<file path="src/rtl/m_bcd_updown_counter.sv">
// Multi-digit BCD up/down counter with a per-digit rollover limit, parallel load,
// synchronous clear, wrap/saturate end behaviour and a sticky countdown-done flag.
module m_bcd_updown_counter #(
  parameter int                  DIGITS    = 4,
  parameter logic [4*DIGITS-1:0] DIGIT_MAX = 16'h5959,
  parameter bit                  WRAP      = 1'b0
) (
  input  logic                  clk,
  input  logic                  n_reset,
  input  logic                  c_in,
  input  logic                  up,
  input  logic                  clear,
  input  logic                  load,
  input  logic [4*DIGITS-1:0]   load_val,
  output logic [4*DIGITS-1:0]   q,
  output logic                  c_out,
  output logic                  zero,
  output logic                  done
);

  localparam int W = 4 * DIGITS;

  logic [W-1:0]    q_reg;
  logic [W-1:0]    q_next;
  logic            done_reg;
  logic            done_next;

  logic [W-1:0]    up_val;
  logic [W-1:0]    dn_val;
  logic [W-1:0]    load_clamped;

  // low_max[i] / low_zero[i]: every digit below i sits at its max / at zero.
  logic [DIGITS:0] low_max;
  logic [DIGITS:0] low_zero;
  logic            all_max;
  logic            all_zero;

  assign low_max[0]  = 1'b1;
  assign low_zero[0] = 1'b1;

  genvar gi;
  generate
    for (gi = 0; gi < DIGITS; gi++) begin : g_digit
      logic [3:0] digit;
      logic [3:0] dmax;
      logic [3:0] lv;

      assign digit = q_reg[4*gi +: 4];
      assign dmax  = DIGIT_MAX[4*gi +: 4];
      assign lv    = load_val[4*gi +: 4];

      assign low_max[gi+1]  = low_max[gi]  & (digit == dmax);
      assign low_zero[gi+1] = low_zero[gi] & (digit == 4'd0);

      // Per-nibble stepping only; no binary carry ever crosses a digit boundary.
      assign up_val[4*gi +: 4] = !low_max[gi]      ? digit :
                                 (digit == dmax)   ? 4'd0  : digit + 4'd1;
      assign dn_val[4*gi +: 4] = !low_zero[gi]     ? digit :
                                 (digit == 4'd0)   ? dmax  : digit - 4'd1;

      // dmax is at most 9, so A..F nibbles are caught by the same compare.
      assign load_clamped[4*gi +: 4] = (lv > dmax) ? dmax : lv;
    end
  endgenerate

  assign all_max  = low_max[DIGITS];
  assign all_zero = low_zero[DIGITS];

  always_comb begin
    q_next    = q_reg;
    done_next = done_reg;
    if (clear) begin
      q_next    = '0;
      done_next = 1'b0;
    end else if (load) begin
      q_next    = load_clamped;
      done_next = 1'b0;
    end else if (c_in) begin
      if (up) begin
        if (!all_max || WRAP) begin
          q_next = up_val;
        end
      end else begin
        if (!all_zero || WRAP) begin
          q_next = dn_val;
          // Only a real transition from nonzero to zero completes a countdown.
          if (!all_zero && (dn_val == '0)) begin
            done_next = 1'b1;
          end
        end
      end
    end
  end

  always_ff @(posedge clk) begin
    if (!n_reset) begin
      q_reg    <= '0;
      done_reg <= 1'b0;
    end else begin
      q_reg    <= q_next;
      done_reg <= done_next;
    end
  end

  assign q     = q_reg;
  assign done  = done_reg;
  assign zero  = all_zero;
  assign c_out = c_in & ~clear & ~load & n_reset & (up ? all_max : all_zero);

endmodule
</file>
<file path="config.mk">
export PLATFORM = sky130hd
export DESIGN_NAME = m_bcd_updown_counter
export DESIGN_NICKNAME = d
export VERILOG_FILES = /design/src/rtl/m_bcd_updown_counter.sv
export SDC_FILE = /design/constraint.sdc
export NUM_CORES = 1
export LEC_CHECK = 0
export ABC_CLOCK_PERIOD_IN_PS = 6300
export CELL_PAD_IN_SITES_DETAIL_PLACEMENT = 1
export CELL_PAD_IN_SITES_GLOBAL_PLACEMENT = 1
export CORE_UTILIZATION = 38
export CTS_BUF_LIST = sky130_fd_sc_hd__clkbuf_8 sky130_fd_sc_hd__clkbuf_16
export DETAILED_ROUTE_END_ITERATION = 10
export HOLD_SLACK_MARGIN = 0.05
export PLACE_DENSITY = 0.9
export SLEW_MARGIN = 5
export SYNTH_ARGS = -nofsm -noshare
export SYNTH_HDL_FRONTEND = slang
export SYNTH_SLANG_ARGS = --single-unit
export TNS_END_PERCENT = 20
</file>
<file path="constraint.sdc">
create_clock -name clk -period 6.3 [get_ports clk]
set_input_delay 0.63 -clock clk [delete_from_list [all_inputs] [get_ports clk]]
set_output_delay 0.63 -clock clk [all_outputs]
set_load 0.005 [all_outputs]
</file>
# Yosys cells after proc, flatten, opt, wreduce, memory -nomap -nowiden
# Index checks and enable logic that the tools add are counted.
[totals]
reg_bits = 17
[classes]
n_bitwise = 15
n_mux = 24
add_sub_neg = 8
n_reduce_logical = 15
eq_ne = 9
order_cmp = 4
[ops]
columns = ["op", "n"]
rows = [
  ["2-to-1 mux 16 bit", 5],
  ["2-to-1 mux 4 bit", 18],
  ["adder 4 x 1 -> 4 bit (second input constant)", 4],
  ["logical NOT 16 bit", 1],
  ["logical NOT 4 bit", 4],
  ["AND reduction 4 bit", 4],
  ["subtractor 4 x 1 -> 4 bit (second input constant)", 4],
  ["bitwise AND 1 bit", 10],
  ["!= test 3 x 1 -> 1 bit (second input constant)", 3],
  ["== test 4 x 3 -> 1 bit (second input constant)", 2],
  ["== test 4 bit (second input constant)", 2],
  ["> comparator 4 x 3 -> 1 bit (second input constant)", 2],
  ["> comparator 4 bit (second input constant)", 2],
  ["!= test 3 bit (second input constant)", 2],
  ["NOT 1 bit", 5],
  ["AND reduction 3 bit", 1],
  ["OR reduction 3 bit", 1],
  ["nonzero test 2 bit", 1],
  ["OR reduction 2 bit", 1],
  ["logical AND 1 bit", 1],
  ["logical NOT 1 bit", 1],
  ["2-to-1 mux 1 bit", 1],
]

# Longest topological paths before layout
# Gate-level depths: netlist (run 1).
[logic_depth]
depth_word = 8
ltp_mapped = 8
ltp_nobuf = 6

# Worst setup path after synthesis (run 1)
# Ideal clock, no wire load.
[synth_timing]
path_kind = "reg-to-output"
from = "register q_reg[3] (netlist: q[3])"
to = "output port c_out"
arrival_time_ns = 1.490
stages_incl_launch_ff = 6
n_path_buf = 1
setup_slack_ns = 4.180
path_cell_list = "dfxtp_1 buf_6 nor4_4 nand3_2 nor3_1 o211a_1"
[synth_between]
elab_chain_cells = 6
[synth_rtl]
columns = ["element", "line_no", "text"]
rows = [
  ["start: declaration", "23", "logic [W-1:0] q_reg;"],
  ["start signal: assignment", "100", "q_reg <= q_next;"],
  ["== test 4 bit / logical NOT 4 bit (equally long branches)", "52, 53", ""],
  ["bitwise AND 1 bit, on equally long branches (3 in a row)", "52, 53", ""],
  ["2-to-1 mux 1 bit (*)", "108", "assign c_out = c_in & ~clear & ~load & n_reset & (up ? all_max : all_zero);"],
  ["bitwise AND 1 bit (*)", "108", ""],
  ["end: declaration", "16", "output logic c_out,"],
]
# Every way passes the cells marked *; elsewhere a longest branch is shown, timed or not.

# Worst setup path in the final report (run 1)
[layout_timing]
from = "input port up"
to = "output port c_out"
[layout_between]
elab_chain_cells = 2
[layout_rtl]
columns = ["element", "line_no", "text"]
rows = [
  ["start: declaration", "11", "input logic up,"],
  ["2-to-1 mux 1 bit", "108", ""],
  ["bitwise AND 1 bit", "108", ""],
]
# Every way passes these cells.

==> run_results.csv, run 1 <==
group,metric,value,unit
synthesis,synth.distinct_cells,59,
cts,post-cts-setup-buffers,0,
route,vias,1920,
synthesis,synth.net_count,252,
finish,areaGrowthSynthToFinish,24.9,%
route,routed_wire_length_per_instance,17.6,µm
cts,root_buffer,"clkbuf_8",
route,final_antenna_net_count,0,
synthesis,post_synth.cell_area_avg,7.22,µm²
grt,grt.total_usage,25.7,%
timing,rsz0062_at_grt,"no",
place,dp_hpwl,3890,µm
timing,report.final.setup_viol,0,
synthesis,synth_top_flop_cell,"dfxtp_1",
timing,period_needed,3.31,ns
cts,worstSkewPairLatency,0.26,ns
critical_path,worstPathArrival,2.68,ns
finish,largest_register_ff_count,16,
synthesis,synth_top_cells_by_count,"nand2_1, nor2_1, o21ai_0",
floorplan,dieArea,4640,µm²
timing,timing.slew.headroom,44.1,%
status,outcome,"completed",
grt,grt_antenna_before_repair,0,
finish,post_route_cells_drive_above_1_share,6.25,%
floorplan,core.rowCount,23,
place,placement.io_buffers,40,
timing,fmaxAchievable,0.302,GHz
cts,tritoncts,"yes",
finish,diodes,0,
cts,resize_count_post_cts,0,
route,detail_route.vias_per_cell,6.27,
synthesis,synthMostInstantiatedCell,"nand2_1",
critical_path,crit_required,5.67,ns
critical_path,timing_worst_setup_path_type,"in2out",
cts,cts-hold-fix-buffers,0,
synthesis,synth_top_area_cell,"dfxtp_1",
route,detail_route.first_pass.iterations,4,
place,place_congestion,0.909,
cts,cts.path.max_buffers,2,
grt,vias_in_the_first_global_route,1916,
synthesis,yosys_register_bits,17,
critical_path,timing.critical_path.mode_cell,"clkdlybuf4s50_1",
cts,tritoncts_num_sinks,17,
cts,clk_pin_slew,0.07,ns
synthesis,ys_top_cells_by_area,"dfxtp_1, o21ai_0, a21oi_1",
floorplan,io-pin-count,41,
critical_path,cpLargestDelayFamily,"buffers and inverters",
synthesis,syn-cell-area,1660,µm²
floorplan,initial_core_util,40.7,%
timing,finalHoldViolations,0,
finish,n_fill_cell,531,
power,total_leakage_power,0.696,nW
power,vdd_drop_max,0.0647,mV
floorplan,die-height,68.1,µm
synthesis,yosysWarningCount,0,
critical_path,timing.critical_path.to_type,"output port",
timing,final_critical_path_share_of_the_clock_period,52.5,%
min_path,holdCritPathClass,"reg2reg",
timing,report.final.slew_viol_count,0,
finish,final_nets,279,
grt,grt_first_pass_wirelength,8980,µm
grt,grt_start_max_net_pins,24,
floorplan,fp.dieW,68.1,µm
route,detail_route.iter0.violations,167,
critical_path,cp.buffers_inverters,2,
power,power.total,0.324,mW
power,power_per_cell_area,156,nW/µm²
cts,cts.htree.levels,1,
route,detail_route.drc_violations,0,
cts,tritoncts.num_buffers,3,
synthesis,synth_largest_type_area_fraction,20.5,%
synthesis,synth_async_sr_flop_share,0,%
critical_path,critPathMaxFanout,23,
run,maxCapViolations,0,
timing,finalClockSkew,0.00253,ns
critical_path,worstSetupStartpointType,"input pin",
timing,setup-tns-final,0,ns
critical_path,cp_cell_sequence,"clkdlybuf4s50_1 > nor3_1 > o211a_1 > clkdlybuf4s50_1",
synthesis,synth-edff-count,0,
critical_path,critical_path.slowest_cell,"clkdlybuf4s50_1",
timing,tightest_slew,0.835,ns
critical_path,cpPeakStageDelay,0.85,ns
synthesis,syn_inst,230,
synthesis,synth.yosys.seq_area_share,20.5,%
floorplan,core_area,4090,µm²
route,postRouteWirelength,5400,µm
grt,grt_remaining_overflow,0,
## stage by stage
step	utilization [%]	hold WS [ns]	setup slack (ns)	instance area [µm²]	std cells
2_1_floorplan	-	0.509	4.18	1660	230
6_report	50.8	0.571	2.99	2080	306
3_5_place_dp	49.7	0.559	3.02	2030	302
5_1_grt	50.8	0.587	2.90	2080	306
3_3_place_gp	49.7	0.563	3.09	2030	302
4_1_cts	50.8	0.577	3.01	2080	306
## placed cells by master, fill, tap and decap left out, drive strengths merged, types with 2 or more instances in the layout
master and instances:
a2111oi 2, a211oi 6, a21oi 17, a221oi 2
a311oi 2, a31oi 4, a32o 4, and3 3
and4bb 4, clkbuf 3, clkdlybuf4s50 40, dfxtp 17
inv 8, mux2i 3, nand2 22, nand2b 2
nand3 11, nand3b 3, nand4 3, nor2 21
nor2b 5, nor3 14, nor3b 2, nor4 6
o21a 3, o21ai 21, o21bai 2, o221ai 2
o31ai 3, o32ai 2, or4 2, xnor2 3
xor2 2
## cell type report
type / instances / area, µm² / area share, %
Clock buffer: 3 / 41.3 / 1.99
Clock inverter: 1 / 3.75 / 0.181
Inverter: 7 / 26.3 / 1.27
Multi-Input combinational cell: 188 / 1200 / 57.9
Sequential cell: 17 / 340 / 16.4
Tap cell: 50 / 62.6 / 3.01
Timing Repair Buffer: 40 / 400 / 19.3
## layer usage
metal	vias up	wire length [µm]	track usage, %	share of wire (%)
li1	928	-	-	-
met5	-	0	0	0
met1	916	2430	32.8	45
met4	0	86	9.11	1.6
met3	9	296	4.17	5.5
met2	67	2590	43.1	48
## where the power goes
| group | switching (mW) | total (mW) | internal (mW) |
|---|---|---|---|
| Combinational | 0.0587 | 0.113 | 0.0542 |
| Clock | 0.0406 | 0.0840 | 0.0434 |
| Sequential | 0.0154 | 0.128 | 0.112 |
## final timing paths
kind                            start     to  slack (ns)  cells after the start
worst min-delay path             done   done        0.57                      2
worst min register to register   done   done        0.57                      2
worst max-delay path               up  c_out        2.99                      4
worst max register to register   q[0]  q[12]        4.03                      6
## cell families after synthesis
group / Yosys count / synth area share (%)
flops: 17 / 20.5
buf+inv: 25 / 7.23
mux: 4 / 2.48
simple gates: 100 / 34.6
compound gates: 79 / 32.5
xor+xnor: 5 / 2.64
## tightest hold or removal path: stages (launching register included)
cell and delay (ns):
dfxtp_1 0.32, a31oi_1 0.14, nor3_1 0.06
No activity file was read; power rests on OpenSTA's default activity.
==> run 2: changes to the inputs <==
--- a/config.mk
+++ b/config.mk
@@ -5,14 +5,14 @@
 export SDC_FILE = /design/constraint.sdc
 export NUM_CORES = 1
 export LEC_CHECK = 0
-export ABC_CLOCK_PERIOD_IN_PS = 6300
+export ABC_CLOCK_PERIOD_IN_PS = 2900
 export CELL_PAD_IN_SITES_DETAIL_PLACEMENT = 1
 export CELL_PAD_IN_SITES_GLOBAL_PLACEMENT = 1
-export CORE_UTILIZATION = 38
+export CORE_UTILIZATION = 32
 export CTS_BUF_LIST = sky130_fd_sc_hd__clkbuf_8 sky130_fd_sc_hd__clkbuf_16
 export DETAILED_ROUTE_END_ITERATION = 10
 export HOLD_SLACK_MARGIN = 0.05
-export PLACE_DENSITY = 0.9
+export PLACE_DENSITY = 0.81
 export SLEW_MARGIN = 5
 export SYNTH_ARGS = -nofsm -noshare
 export SYNTH_HDL_FRONTEND = slang
==> constraint.sdc (replaced) <==
create_clock -name clk -period 2.9 [get_ports clk]
set_input_delay 0.29 -clock clk [delete_from_list [all_inputs] [get_ports clk]]
set_output_delay 0.29 -clock clk [all_outputs]
set_load 0.005 [all_outputs]
==> run 2 against run 1 <==
Setup slack got worse by 2.8 ns. Final cell count is 8.2% higher. Count of clock-buffer cells in the layout did not move. Register-to-register slack lost 3.4 ns. Clock power up 130%. Largest cell class unchanged. Highest routed layer unchanged.
==> run_results.csv, run 2 (synthesis results as in run 1) <==
group,metric,value,unit
status,outcome,"completed",
finish,top_library_cells_by_usage_in_the_layout_fill_and_taps_aside,"clkdlybuf4s50_1, nand2_1, nor2_1, o21ai_0",
cts,resize_count_post_cts,0,
place,place_congestion,0.894,
cts,cts.path.max_buffers,2,
critical_path,startpoint,"q[8]",
cts,tritoncts_num_sinks,17,
timing,period_needed,2.69,ns
power,total_leakage_power,0.736,nW
min_path,min_from,"done",
cts,tritoncts.num_buffers,3,
critical_path,worst_r2r_startpoint,"q[3]",
critical_path,worstSetupStartpointType,"flip-flop",
finish,largest_register_ff_count,16,
route,detail_route.vias_per_cell,5.89,
route,postRouteWirelength,5740,µm
cts,worstSkewPairLatency,0.26,ns
floorplan,core_area,4850,µm²
grt,grt.total_usage,22.1,%
min_path,holdCritPathClass,"reg2reg",
grt,grt_antenna_before_repair,0,
timing,final_critical_path_share_of_the_clock_period,92.6,%
timing,rsz0062_at_grt,"no",
grt,grt_start_max_net_pins,16,
critical_path,timing.critical_path.to_type,"output port",
floorplan,dieArea,5480,µm²
floorplan,fp.dieW,74.1,µm
grt,grt_first_pass_wirelength,9340,µm
power,power_per_cell_area,335,nW/µm²
cts,cts-hold-fix-buffers,0,
finish,areaGrowthSynthToFinish,29.8,%
cts,post-cts-setup-buffers,0,
route,detail_route.iter0.violations,159,
power,vdd_drop_max,0.138,mV
finish,final_nets,287,
route,vias,1949,
floorplan,die-height,74.1,µm
critical_path,worstPathArrival,2.40,ns
route,detail_route.first_pass.iterations,4,
floorplan,initial_core_util,34.3,%
critical_path,timing_worst_setup_path_type,"reg2out",
place,placement.io_buffers,40,
timing,finalHoldViolations,0,
floorplan,core.rowCount,25,
timing,tightest_slew,0.783,ns
route,final_antenna_net_count,0,
grt,vias_in_the_first_global_route,1895,
finish,post_route_cells_drive_above_1_share,9.09,%
timing,report.final.setup_viol,0,
cts,clk_pin_slew,0.08,ns
finish,diodes,0,
floorplan,io-pin-count,41,
timing,worst_hold_slack,0.555,ns
timing,setup-tns-final,0,ns
critical_path,crit_required,2.61,ns
timing,timing.slew.headroom,47.7,%
timing,fmaxAchievable,0.372,GHz
critical_path,critPathMaxFanout,10,
cts,root_buffer,"clkbuf_8",
place,dp_hpwl,4340,µm
route,routed_wire_length_per_instance,17.3,µm
route,detail_route.drc_violations,0,
cts,cts.htree.levels,1,
cts,tritoncts,"yes",
finish,layout.cells.most_common,"clkdlybuf4s50_1",
timing,finalClockSkew,0.00327,ns
run,maxCapViolations,0,
grt,grt_remaining_overflow,0,
timing,report.final.slew_viol_count,0,
-- run 2: cell types whose count changed in the layout (fill, tap and decap cells not counted), sizes merged --
| cell | previous run | this run |
|---|---|---|
| buf | 0 | 8 |
-- run 2: critical path, stage by stage, from the launching register on --
cell,delay [ns]
dfxtp_1,0.43
nor4_2,0.47
nand3_2,0.18
nor3_1,0.33
o211a_1,0.22
clkdlybuf4s50_1,0.50
-- run 2: cell type report --
cell class | count | area [µm²]
fill | 610 | 2690
multi-input combinational | 188 | 1200
timing repair buffer | 48 | 460
sequential | 17 | 340
tap | 67 | 83.8
clock buffer | 3 | 41.3
inverter | 7 | 26.3
clock inverter | 1 | 3.75
-- run 2: per-stage QoR --
| step | util, % | cell area, µm² | cells | power (mW) | worst slack [ns] |
|---|---|---|---|---|---|
| after CTS | 44.5 | 2160 | 331 | 0.727 | 0.230 |
| after global placement | 43.6 | 2110 | 327 | 0.533 | 0.539 |
| after global routing | 44.5 | 2160 | 331 | 0.762 | 0.0657 |
| after detailed placement | 43.6 | 2110 | 327 | 0.535 | 0.479 |
| after floorplan | - | 1660 | 230 | 0.433 | 0.841 |
| final | 44.5 | 2160 | 331 | 0.722 | 0.214 |
-- run 2: worst paths after layout --
path	slack, ns	to	cells after the start
min reg2reg	0.55	done	2
min	0.55	done	2
max reg2reg	0.68	q[10]	7
max	0.21	c_out	5
-- run 2: metal layers --
metal	track usage, %	part of all wire (%)
met1	29.5	47
met4	5.34	0.85
met5	0	0
met2	38.3	48
met3	2.17	4.1
-- run 2: report_power, final --
group          internal (mW)  switching (mW)
registers              0.244          0.0258
logic                  0.125           0.138
clock network         0.0945          0.0954
